### config.mk
export PLATFORM = sky130hd
export DESIGN_NAME = ioctl_rom_router
export DESIGN_NICKNAME = d
export VERILOG_FILES = /design/src/rtl/rom_router_pkg.sv /design/src/rtl/rom_router_pack.sv /design/src/rtl/ioctl_rom_router.sv
export SDC_FILE = /design/constraint.sdc
export NUM_CORES = 1
export LEC_CHECK = 0
export ABC_CLOCK_PERIOD_IN_PS = 6080
export BUFFER_PORTS_ARGS = -buffer_cell sky130_fd_sc_hd__buf_2
export CORE_AREA = 2 2 123 125
export DETAILED_ROUTE_END_ITERATION = 16
export DIE_AREA = 0 0 125 127
export PLACE_DENSITY_LB_ADDON = 0.2
export SETUP_SLACK_MARGIN = 0.3
export SLEW_MARGIN = 20
export SYNTH_ARGS = -nofsm -noshare
export SYNTH_HDL_FRONTEND = slang
export SYNTH_HIERARCHICAL = 1
export SYNTH_SLANG_ARGS = --single-unit
### constraint.sdc
create_clock -name i_EMU_MCLK -period 6.08 [get_ports i_EMU_MCLK]
set_clock_uncertainty 0.15 [all_clocks]
set_input_delay 0.304 -clock i_EMU_MCLK [delete_from_list [all_inputs] [get_ports i_EMU_MCLK]]
set_output_delay 0.304 -clock i_EMU_MCLK [all_outputs]
set_load 0.03 [all_outputs]
### src/rtl/rom_router_pkg.sv
// Shared types and helpers for the ioctl ROM download router.
package rom_router_pkg;

  typedef enum logic [2:0] {IDLE, COLLECT, REQ, FLUSH_END, DONE} state_t;

  localparam logic [7:0]  PAD_BYTE  = 8'hFF;
  localparam logic [31:0] DIP_RESET = 32'hFFFF_FFFF;
  localparam int          MAX_RGN   = 8;

  typedef logic [MAX_RGN*27-1:0] bases_t;

  // Bases are packed first-region-at-MSB, so region k sits (n-1-k) slots up.
  function automatic logic [26:0] rgn_base_of(input bases_t bases, input int n, input int k);
    return bases[(n-1-k)*27 +: 27];
  endfunction

  function automatic logic [MAX_RGN-1:0] rgn_decode(input logic [26:0] addr, input bases_t bases,
                                                    input int n);
    logic [MAX_RGN-1:0] oh;
    oh = '0;
    for (int k = 0; k < MAX_RGN; k++)
      if (k < n && addr >= rgn_base_of(bases, n, k)) oh = MAX_RGN'(1) << k;
    return oh;
  endfunction

endpackage

### src/rtl/rom_router_pack.sv
// Byte-lane packer: assembles one DATA_W word with byte enables plus a one-byte skid slot.
module rom_router_pack
  import rom_router_pkg::*;
#(
  parameter int NUM_REGIONS = 4,
  parameter int DATA_W      = 16,
  parameter int ADDR_W      = 24,
  parameter int LW          = 1
) (
  input  logic                   clk,
  input  logic                   rst_n,
  input  logic                   init,
  input  logic                   store,
  input  logic                   push,
  input  logic                   ack,
  input  logic [NUM_REGIONS-1:0] in_rgn,
  input  logic [ADDR_W-1:0]      in_waddr,
  input  logic [LW-1:0]          in_lane,
  input  logic [7:0]             in_data,
  output logic [NUM_REGIONS-1:0] buf_rgn,
  output logic [ADDR_W-1:0]      buf_waddr,
  output logic [DATA_W-1:0]      buf_data,
  output logic [DATA_W/8-1:0]    buf_be,
  output logic                   buf_empty,
  output logic                   conflict,
  output logic                   skid_vld,
  output logic                   skid_top
);
  localparam int LANES = DATA_W/8;

  logic [LANES-1:0][7:0]  data_q;
  logic [LANES-1:0]       be_q;
  logic [NUM_REGIONS-1:0] rgn_q, sk_rgn;
  logic [ADDR_W-1:0]      waddr_q, sk_waddr;
  logic [LW-1:0]          sk_lane;
  logic [7:0]             sk_data;
  logic                   sk_vld;
  logic                   push_direct;

  // A byte racing the ack with an empty skid goes straight into the fresh word.
  assign push_direct = ack && push && !sk_vld;

  always_ff @(posedge clk or negedge rst_n) begin
    if (!rst_n) begin
      data_q <= {LANES{PAD_BYTE}}; be_q <= '0; rgn_q <= '0; waddr_q <= '0;
      sk_rgn <= '0; sk_waddr <= '0; sk_lane <= '0; sk_data <= '0; sk_vld <= 1'b0;
    end else if (init) begin
      data_q <= {LANES{PAD_BYTE}}; be_q <= '0; sk_vld <= 1'b0;
    end else begin
      if (ack) begin
        data_q <= {LANES{PAD_BYTE}};
        be_q   <= '0;
        sk_vld <= 1'b0;
        if (sk_vld) begin
          data_q[sk_lane] <= sk_data; be_q[sk_lane] <= 1'b1;
          rgn_q <= sk_rgn; waddr_q <= sk_waddr;
        end else if (push_direct) begin
          data_q[in_lane] <= in_data; be_q[in_lane] <= 1'b1;
          rgn_q <= in_rgn; waddr_q <= in_waddr;
        end
      end else if (store) begin
        data_q[in_lane] <= in_data; be_q[in_lane] <= 1'b1;
        rgn_q <= in_rgn; waddr_q <= in_waddr;
      end
      if (push && !push_direct) begin
        sk_rgn <= in_rgn; sk_waddr <= in_waddr; sk_lane <= in_lane; sk_data <= in_data;
        sk_vld <= 1'b1;
      end
    end
  end

  assign buf_rgn   = rgn_q;
  assign buf_waddr = waddr_q;
  assign buf_data  = data_q;
  assign buf_be    = be_q;
  assign buf_empty = (be_q == '0);
  assign conflict  = !buf_empty && (in_rgn != rgn_q || in_waddr != waddr_q);
  assign skid_vld  = sk_vld;
  assign skid_top  = (sk_lane == LW'(LANES-1));

endmodule

### src/rtl/ioctl_rom_router.sv
// hps_io ioctl download router: region decode, word packing, req/ack writes, DIP capture.
// Optional o_CSUM byte checksum output when ROM_ROUTER_CHECKSUM_EN is defined.
module ioctl_rom_router
  import rom_router_pkg::*;
#(
  parameter int                        NUM_REGIONS = 4,
  parameter int                        DATA_W      = 16,
  parameter int                        ADDR_W      = 24,
  parameter logic [NUM_REGIONS*27-1:0] REGION_BASE = {27'h0, 27'h20000, 27'h40000, 27'h60000},
  parameter logic [15:0]               ROM_INDEX   = 16'd0,
  parameter logic [15:0]               DIP_INDEX   = 16'd254
) (
  input  logic                   i_EMU_MCLK,
  input  logic                   i_EMU_INITRST_n,
  input  logic [15:0]            ioctl_index,
  input  logic                   ioctl_download,
  input  logic [26:0]            ioctl_addr,
  input  logic [7:0]             ioctl_data,
  input  logic                   ioctl_wr,
  output logic                   ioctl_wait,
  output logic                   o_MEM_REQ,
  output logic [NUM_REGIONS-1:0] o_MEM_RGN,
  output logic [ADDR_W-1:0]      o_MEM_ADDR,
  output logic [DATA_W-1:0]      o_MEM_DATA,
  output logic [DATA_W/8-1:0]    o_MEM_BE,
  input  logic                   i_MEM_ACK,
  output logic [31:0]            o_DIPSW,
`ifdef ROM_ROUTER_CHECKSUM_EN
  output logic [15:0]            o_CSUM,
`endif
  output logic                   o_BUSY,
  output logic                   o_DONE
);
  localparam int             LANES = DATA_W/8;
  localparam int             LB    = $clog2(LANES);
  localparam int             LW    = (LB > 0) ? LB : 1;
  localparam logic [LW-1:0]  TOP   = LW'(LANES-1);
  localparam bases_t         BASES = bases_t'(REGION_BASE);

  state_t                 state_q, state_d;
  logic                   dl_q;
  logic [NUM_REGIONS-1:0] in_rgn, buf_rgn;
  logic [26:0]            base_sel, rel;
  logic [ADDR_W-1:0]      in_waddr, buf_waddr;
  logic [LW-1:0]          in_lane;
  logic [DATA_W-1:0]      buf_data;
  logic [LANES-1:0]       buf_be;
  logic                   buf_empty, conflict, skid_vld, skid_top;
  logic                   rom_sel, rom_wr, init, store, push, ack, req;
  logic [3:0][7:0]        dip_q;

  assign in_rgn = NUM_REGIONS'(rgn_decode(ioctl_addr, BASES, NUM_REGIONS));

  always_comb begin
    base_sel = '0;
    for (int k = 0; k < NUM_REGIONS; k++)
      if (in_rgn[k]) base_sel = rgn_base_of(BASES, NUM_REGIONS, k);
  end

  assign rel      = ioctl_addr - base_sel;
  assign in_lane  = LW'(rel) & LW'(LANES-1);
  assign in_waddr = ADDR_W'(rel >> LB);
  assign rom_sel  = (ioctl_index == ROM_INDEX);
  // Bytes below the first region decode to no region and are dropped here.
  assign rom_wr   = ioctl_wr && rom_sel && (|in_rgn);

  always_comb begin
    state_d = state_q;
    init = 1'b0; store = 1'b0; push = 1'b0; ack = 1'b0;
    case (state_q)
      IDLE: if (ioctl_download && !dl_q && rom_sel) begin
        state_d = COLLECT;
        init    = 1'b1;
      end
      COLLECT: begin
        if (rom_wr) begin
          if (conflict) begin
            push    = 1'b1;
            state_d = REQ;
          end else begin
            store = 1'b1;
            if (in_lane == TOP) state_d = REQ;
          end
        end else if (!ioctl_download) begin
          state_d = buf_empty ? DONE : FLUSH_END;
        end
      end
      REQ: begin
        if (rom_wr && !skid_vld) push = 1'b1;
        if (i_MEM_ACK) begin
          ack = 1'b1;
          // The byte reloaded on ack may itself complete a word.
          if (skid_vld ? skid_top : (push && in_lane == TOP)) state_d = REQ;
          else state_d = COLLECT;
        end
      end
      FLUSH_END: if (i_MEM_ACK) begin
        ack     = 1'b1;
        state_d = DONE;
      end
      DONE:    state_d = IDLE;
      default: state_d = IDLE;
    endcase
  end

  always_ff @(posedge i_EMU_MCLK or negedge i_EMU_INITRST_n) begin
    if (!i_EMU_INITRST_n) begin
      state_q <= IDLE;
      dl_q    <= 1'b0;
    end else begin
      state_q <= state_d;
      dl_q    <= ioctl_download;
    end
  end

  rom_router_pack #(
    .NUM_REGIONS(NUM_REGIONS), .DATA_W(DATA_W), .ADDR_W(ADDR_W), .LW(LW)
  ) u_pack (
    .clk(i_EMU_MCLK), .rst_n(i_EMU_INITRST_n), .init(init), .store(store), .push(push),
    .ack(ack), .in_rgn(in_rgn), .in_waddr(in_waddr), .in_lane(in_lane), .in_data(ioctl_data),
    .buf_rgn(buf_rgn), .buf_waddr(buf_waddr), .buf_data(buf_data), .buf_be(buf_be),
    .buf_empty(buf_empty), .conflict(conflict), .skid_vld(skid_vld), .skid_top(skid_top)
  );

  always_ff @(posedge i_EMU_MCLK or negedge i_EMU_INITRST_n) begin
    if (!i_EMU_INITRST_n) dip_q <= DIP_RESET;
    else if (ioctl_download && ioctl_index == DIP_INDEX && ioctl_wr && ioctl_addr < 27'd4)
      dip_q[ioctl_addr[1:0]] <= ioctl_data;
  end

`ifdef ROM_ROUTER_CHECKSUM_EN
  logic [15:0] csum_q;
  always_ff @(posedge i_EMU_MCLK or negedge i_EMU_INITRST_n) begin
    if (!i_EMU_INITRST_n) csum_q <= '0;
    else if (init) csum_q <= '0;
    else if (store || push) csum_q <= csum_q + 16'(ioctl_data);
  end
  assign o_CSUM = csum_q;
`endif

  assign req        = (state_q == REQ) || (state_q == FLUSH_END);
  assign o_MEM_REQ  = req;
  assign ioctl_wait = req;
  assign o_MEM_RGN  = req ? buf_rgn   : '0;
  assign o_MEM_ADDR = req ? buf_waddr : '0;
  assign o_MEM_DATA = req ? buf_data  : '0;
  assign o_MEM_BE   = req ? buf_be    : '0;
  assign o_DIPSW    = dip_q;
  assign o_BUSY     = (state_q != IDLE);
  assign o_DONE     = (state_q == DONE);

endmodule
==> reports/qor.yml <==
outcome:
  status: "complete, no violations"
worst_setup_path:
  criticalPathCategory: "input port to register"
  worstPathRequired_ns: 6.26
  critPathLaunchType: "input port"
  slowest_delay_ns: 0.49
  worst-path-buf-inv: 2
  regToRegStartpoint: "u_pack/buf_waddr[5]"
  cpLargestDelayFamily: "simple AND/OR/NAND/NOR gates"
  crit_path_end_kind: "register"
  crit_path_max_fanout: 56
  critPathSlowestCell: "buf_4"
  crit_path_start: "ioctl_addr[26]"
  path_cells: "buf_2 > nor4_2 > and3_1 > ha_1 > a211oi_1 > nand2_1 > xnor2_1 > xnor2_1 > nand4_1 > nor4_1 > a21oi_1 > nor3_1 > nor2_1 > a211oi_4 > buf_4 > nor2_1 > a21oi_1"
  cp_data_arrival_time_ns: 4.57
sta:
  slew_violations: 0
  relSlewSlack_pct: 47.3
  hold_viol_final: 0
  setup_tns_ns: 0
  tightest_slew_ns: 0.791
  period_share_pct: 72.2
  finalWorstSetupSlack_ns: 1.69
  fmax_mhz: 228
  post-route-min-period_ns: 4.39
  grt_setup_unrepaired: "false"
  setup_viol: 0
place:
  place_hpwl_um: 11500
  port_buffers: 137
  post-place-cells: 870
  place_ws_ns: 1.34
  gp_congestion: 0.829
synthesis:
  ys.flop_type: "dfrtp_1"
  netlist_area_um2: 6470
  yosysWarnings: 6
  syn_area_per_cell_um2: 11.3
  synth-edff-count: 0
  ys_types: 55
  synth_seq_cells: 120
  synth-seq-area-share_pct: 47.4
  async_flop_share_pct: 100
  syn_nets: 632
  synth_cells: 572
clock_tree:
  cts_num_sinks: 120
  htreeDepth: 4
  cts_setup_buffers: 0
  insertion_delay_ns: 0.42
  clk_pin_slew_ns: 0.05
  numCtsBuffers: 17
  cts_tree: "built"
  cts-root-buf: "clkbuf_16"
  clock_path_buffers: 2
power:
  power.density_nw_per_um2: 388
  p_leak_nw: 3.90
  ir_drop_mv: 0.247
drt:
  ant_nets: 0
  drt_iter0_drc: 285
  vias: 4877
  post_drt_wl_per_cell_um: 17.9
  routed_wl_um: 16200
  firstDrtPassIters: 4
  post_drt_via_cell_ratio: 5.39
  drc: 0
grt:
  gr-total-overflow: 0
  antenna_found_initial: 0
  grt_pass1_vias: 5006
  grt_pass1_wl_um: 26400
  grt_use_total_pct: 21.0
  grt_max_degree: 63
final_layout:
  fin_cells: 905
  antennaDiodeCount: 0
  layout-drive-gt1-share_pct: 42.2
  fin_nets: 768
  area_delta_synth_final_pct: 22.2
die:
  ios: 138
  dieArea_um2: 15900
  fp.dieH_um: 127
  initial_core_util_pct: 44.8
  rows: 44
  die_w_um: 125
  coreArea_um2: 14400
min_path:
  worstHoldStart: "ioctl_addr[13]"
  hp-class: "input port to register"
job:
  cap_viol_max_count: 0
## area by class of cell
class | count | area (um^2)
tap | 184 | 230
sequential | 120 | 3060
fill | 1286 | 6520
clock inverter | 5 | 52.6
clock buffer | 27 | 554
inverter | 18 | 67.6
multi-input combinational | 406 | 3170
timing repair buffer | 145 | 768
## synthesized netlist by cell type (2+ instances only)
master / number / area [um^2]
dfrtp_1: 72 / 1800
nor2_1: 55 / 206
mux2_2: 50 / 563
and2_1: 48 / 300
dfstp_2: 48 / 1260
a21oi_1: 35 / 175
xnor2_1: 31 / 272
mux2i_1: 28 / 280
nand2_1: 25 / 93.8
inv_1: 18 / 67.6
o221ai_2: 16 / 240
a31oi_1: 10 / 62.6
mux2_4: 10 / 150
buf_2: 9 / 45.0
a32oi_1: 8 / 70.1
buf_4: 8 / 60.1
mux2_1: 8 / 90.1
nand4_1: 8 / 50.1
nor2b_1: 7 / 43.8
nor3_1: 7 / 35.0
clkbuf_1: 6 / 22.5
nand2b_1: 6 / 37.5
nor4_1: 6 / 37.5
buf_6: 4 / 45.0
nand3b_1: 4 / 30.0
ha_1: 3 / 37.5
nand3_1: 3 / 15.0
nor4b_1: 3 / 26.3
o21ai_0: 3 / 15.0
or3_1: 3 / 18.8
xor2_1: 3 / 26.3
and3_1: 2 / 12.5
nor4_4: 2 / 42.5
o32a_1: 2 / 20.0
## flip-flops by register name, indices dropped and copies added, names as in the netlist
| signal | flops |
|---|---|
| u_pack/buf_be | 2 |
| u_pack/skid_top | 1 |
| u_pack/sk_data | 8 |
| dl_q | 1 |
| o_DIPSW | 32 |
| u_pack/skid_vld | 1 |
| state_q | 3 |
| u_pack/buf_waddr | 24 |
| u_pack/buf_data | 16 |
| u_pack/sk_waddr | 24 |
| u_pack/sk_rgn | 4 |
| u_pack/buf_rgn | 4 |
## worst register-to-register path, stage by stage, from the launching register on
cell and delay, ns:
dfrtp_1 0.40, xnor2_1 0.27, nand4_1 0.18, nor4_1 0.37, a21oi_1 0.21, nor3_1 0.36
nor2_1 0.13, a211oi_4 0.22, buf_4 0.50, nor2_1 0.12, a21oi_1 0.16
## worst paths after layout
path	to	slack, ns	depth (start not counted)
max	u_pack/buf_waddr[19]	1.69	17
min	u_pack/sk_waddr[12]	0.03	2
max reg2reg	u_pack/buf_waddr[19]	2.93	10
min reg2reg	u_pack/buf_data[0]	0.31	2
max in group asynchronous	u_pack/sk_waddr[19]	4.18	3
min in group asynchronous	u_pack/buf_waddr[11]	0.36	2
## power breakdown
part / leakage, nW / switching (W) / total [W] / internal [W]
clock: 0.305 / 0.000344 / 0.00101 / 0.000662
sequential: 1.41 / 0.000135 / 0.00114 / 0.00100
combinational: 2.18 / 0.000577 / 0.000926 / 0.000349
total: 3.90 / 0.00106 / 0.00307 / 0.00201
## cells by family after synthesis
kind of cell	synth area share, %
buffers and inverters	3.77
adder cells (fa/ha/maj)	0.890
XOR/XNOR	4.61
multiplexers	16.8
AO/OA/AOI/OAI	10.2
AND/OR/NAND/NOR	16.4
flip-flops	47.4
## through the flow
stage | area (um^2) | utilization, % | hold WS (ns) | total power, W
finish | 7900 | 54.8 | 0.0271 | 0.00307
floorplan | 6470 | - | -0.142 | 0.00179
detailed placement | 7270 | 50.4 | 0.274 | 0.00207
global placement | 7270 | 50.4 | 0.265 | 0.00205
global route | 7900 | 54.8 | 0.0215 | 0.00325
CTS | 7900 | 54.8 | 0.00980 | 0.00310
## cells in the final DEF, fill, tap and decap left out, types with 4 or more instances in the layout
master | Yosys | layout
mux2_1 | 8 | 8
o221ai_2 | 16 | 16
nand4_1 | 8 | 8
nor2_1 | 55 | 55
inv_1 | 18 | 18
mux2i_1 | 28 | 28
buf_2 | 9 | 136
nor2b_1 | 7 | 7
clkbuf_16 | 0 | 18
dfrtp_1 | 72 | 72
mux2_2 | 50 | 50
nand3b_1 | 4 | 4
nand2_1 | 25 | 25
nor4_1 | 6 | 6
mux2_4 | 10 | 10
a31oi_1 | 10 | 10
clkbuf_8 | 0 | 7
nor3_1 | 7 | 7
nand2b_1 | 6 | 6
buf_4 | 8 | 5
dfstp_2 | 48 | 48
xnor2_1 | 31 | 31
a21oi_1 | 35 | 35
and2_1 | 48 | 48
a32oi_1 | 8 | 8
## what timing repair did
action	CTS	global route
hold buffers	3	0
gates resized for setup	0	0
endpoints found under the hold margin	44	0
## routing by layer
layer  share of wire, %  vias to the layer above  global-route usage [%]
met5                  0                        -                       0
met4                1.3                        0                    6.67
met3                4.0                       19                    4.56
met2                 50                      124                    34.8
met1                 45                     2424                    27.6
li1                   -                     2310                       -
Note: power is estimated with default switching activity, not from simulation.
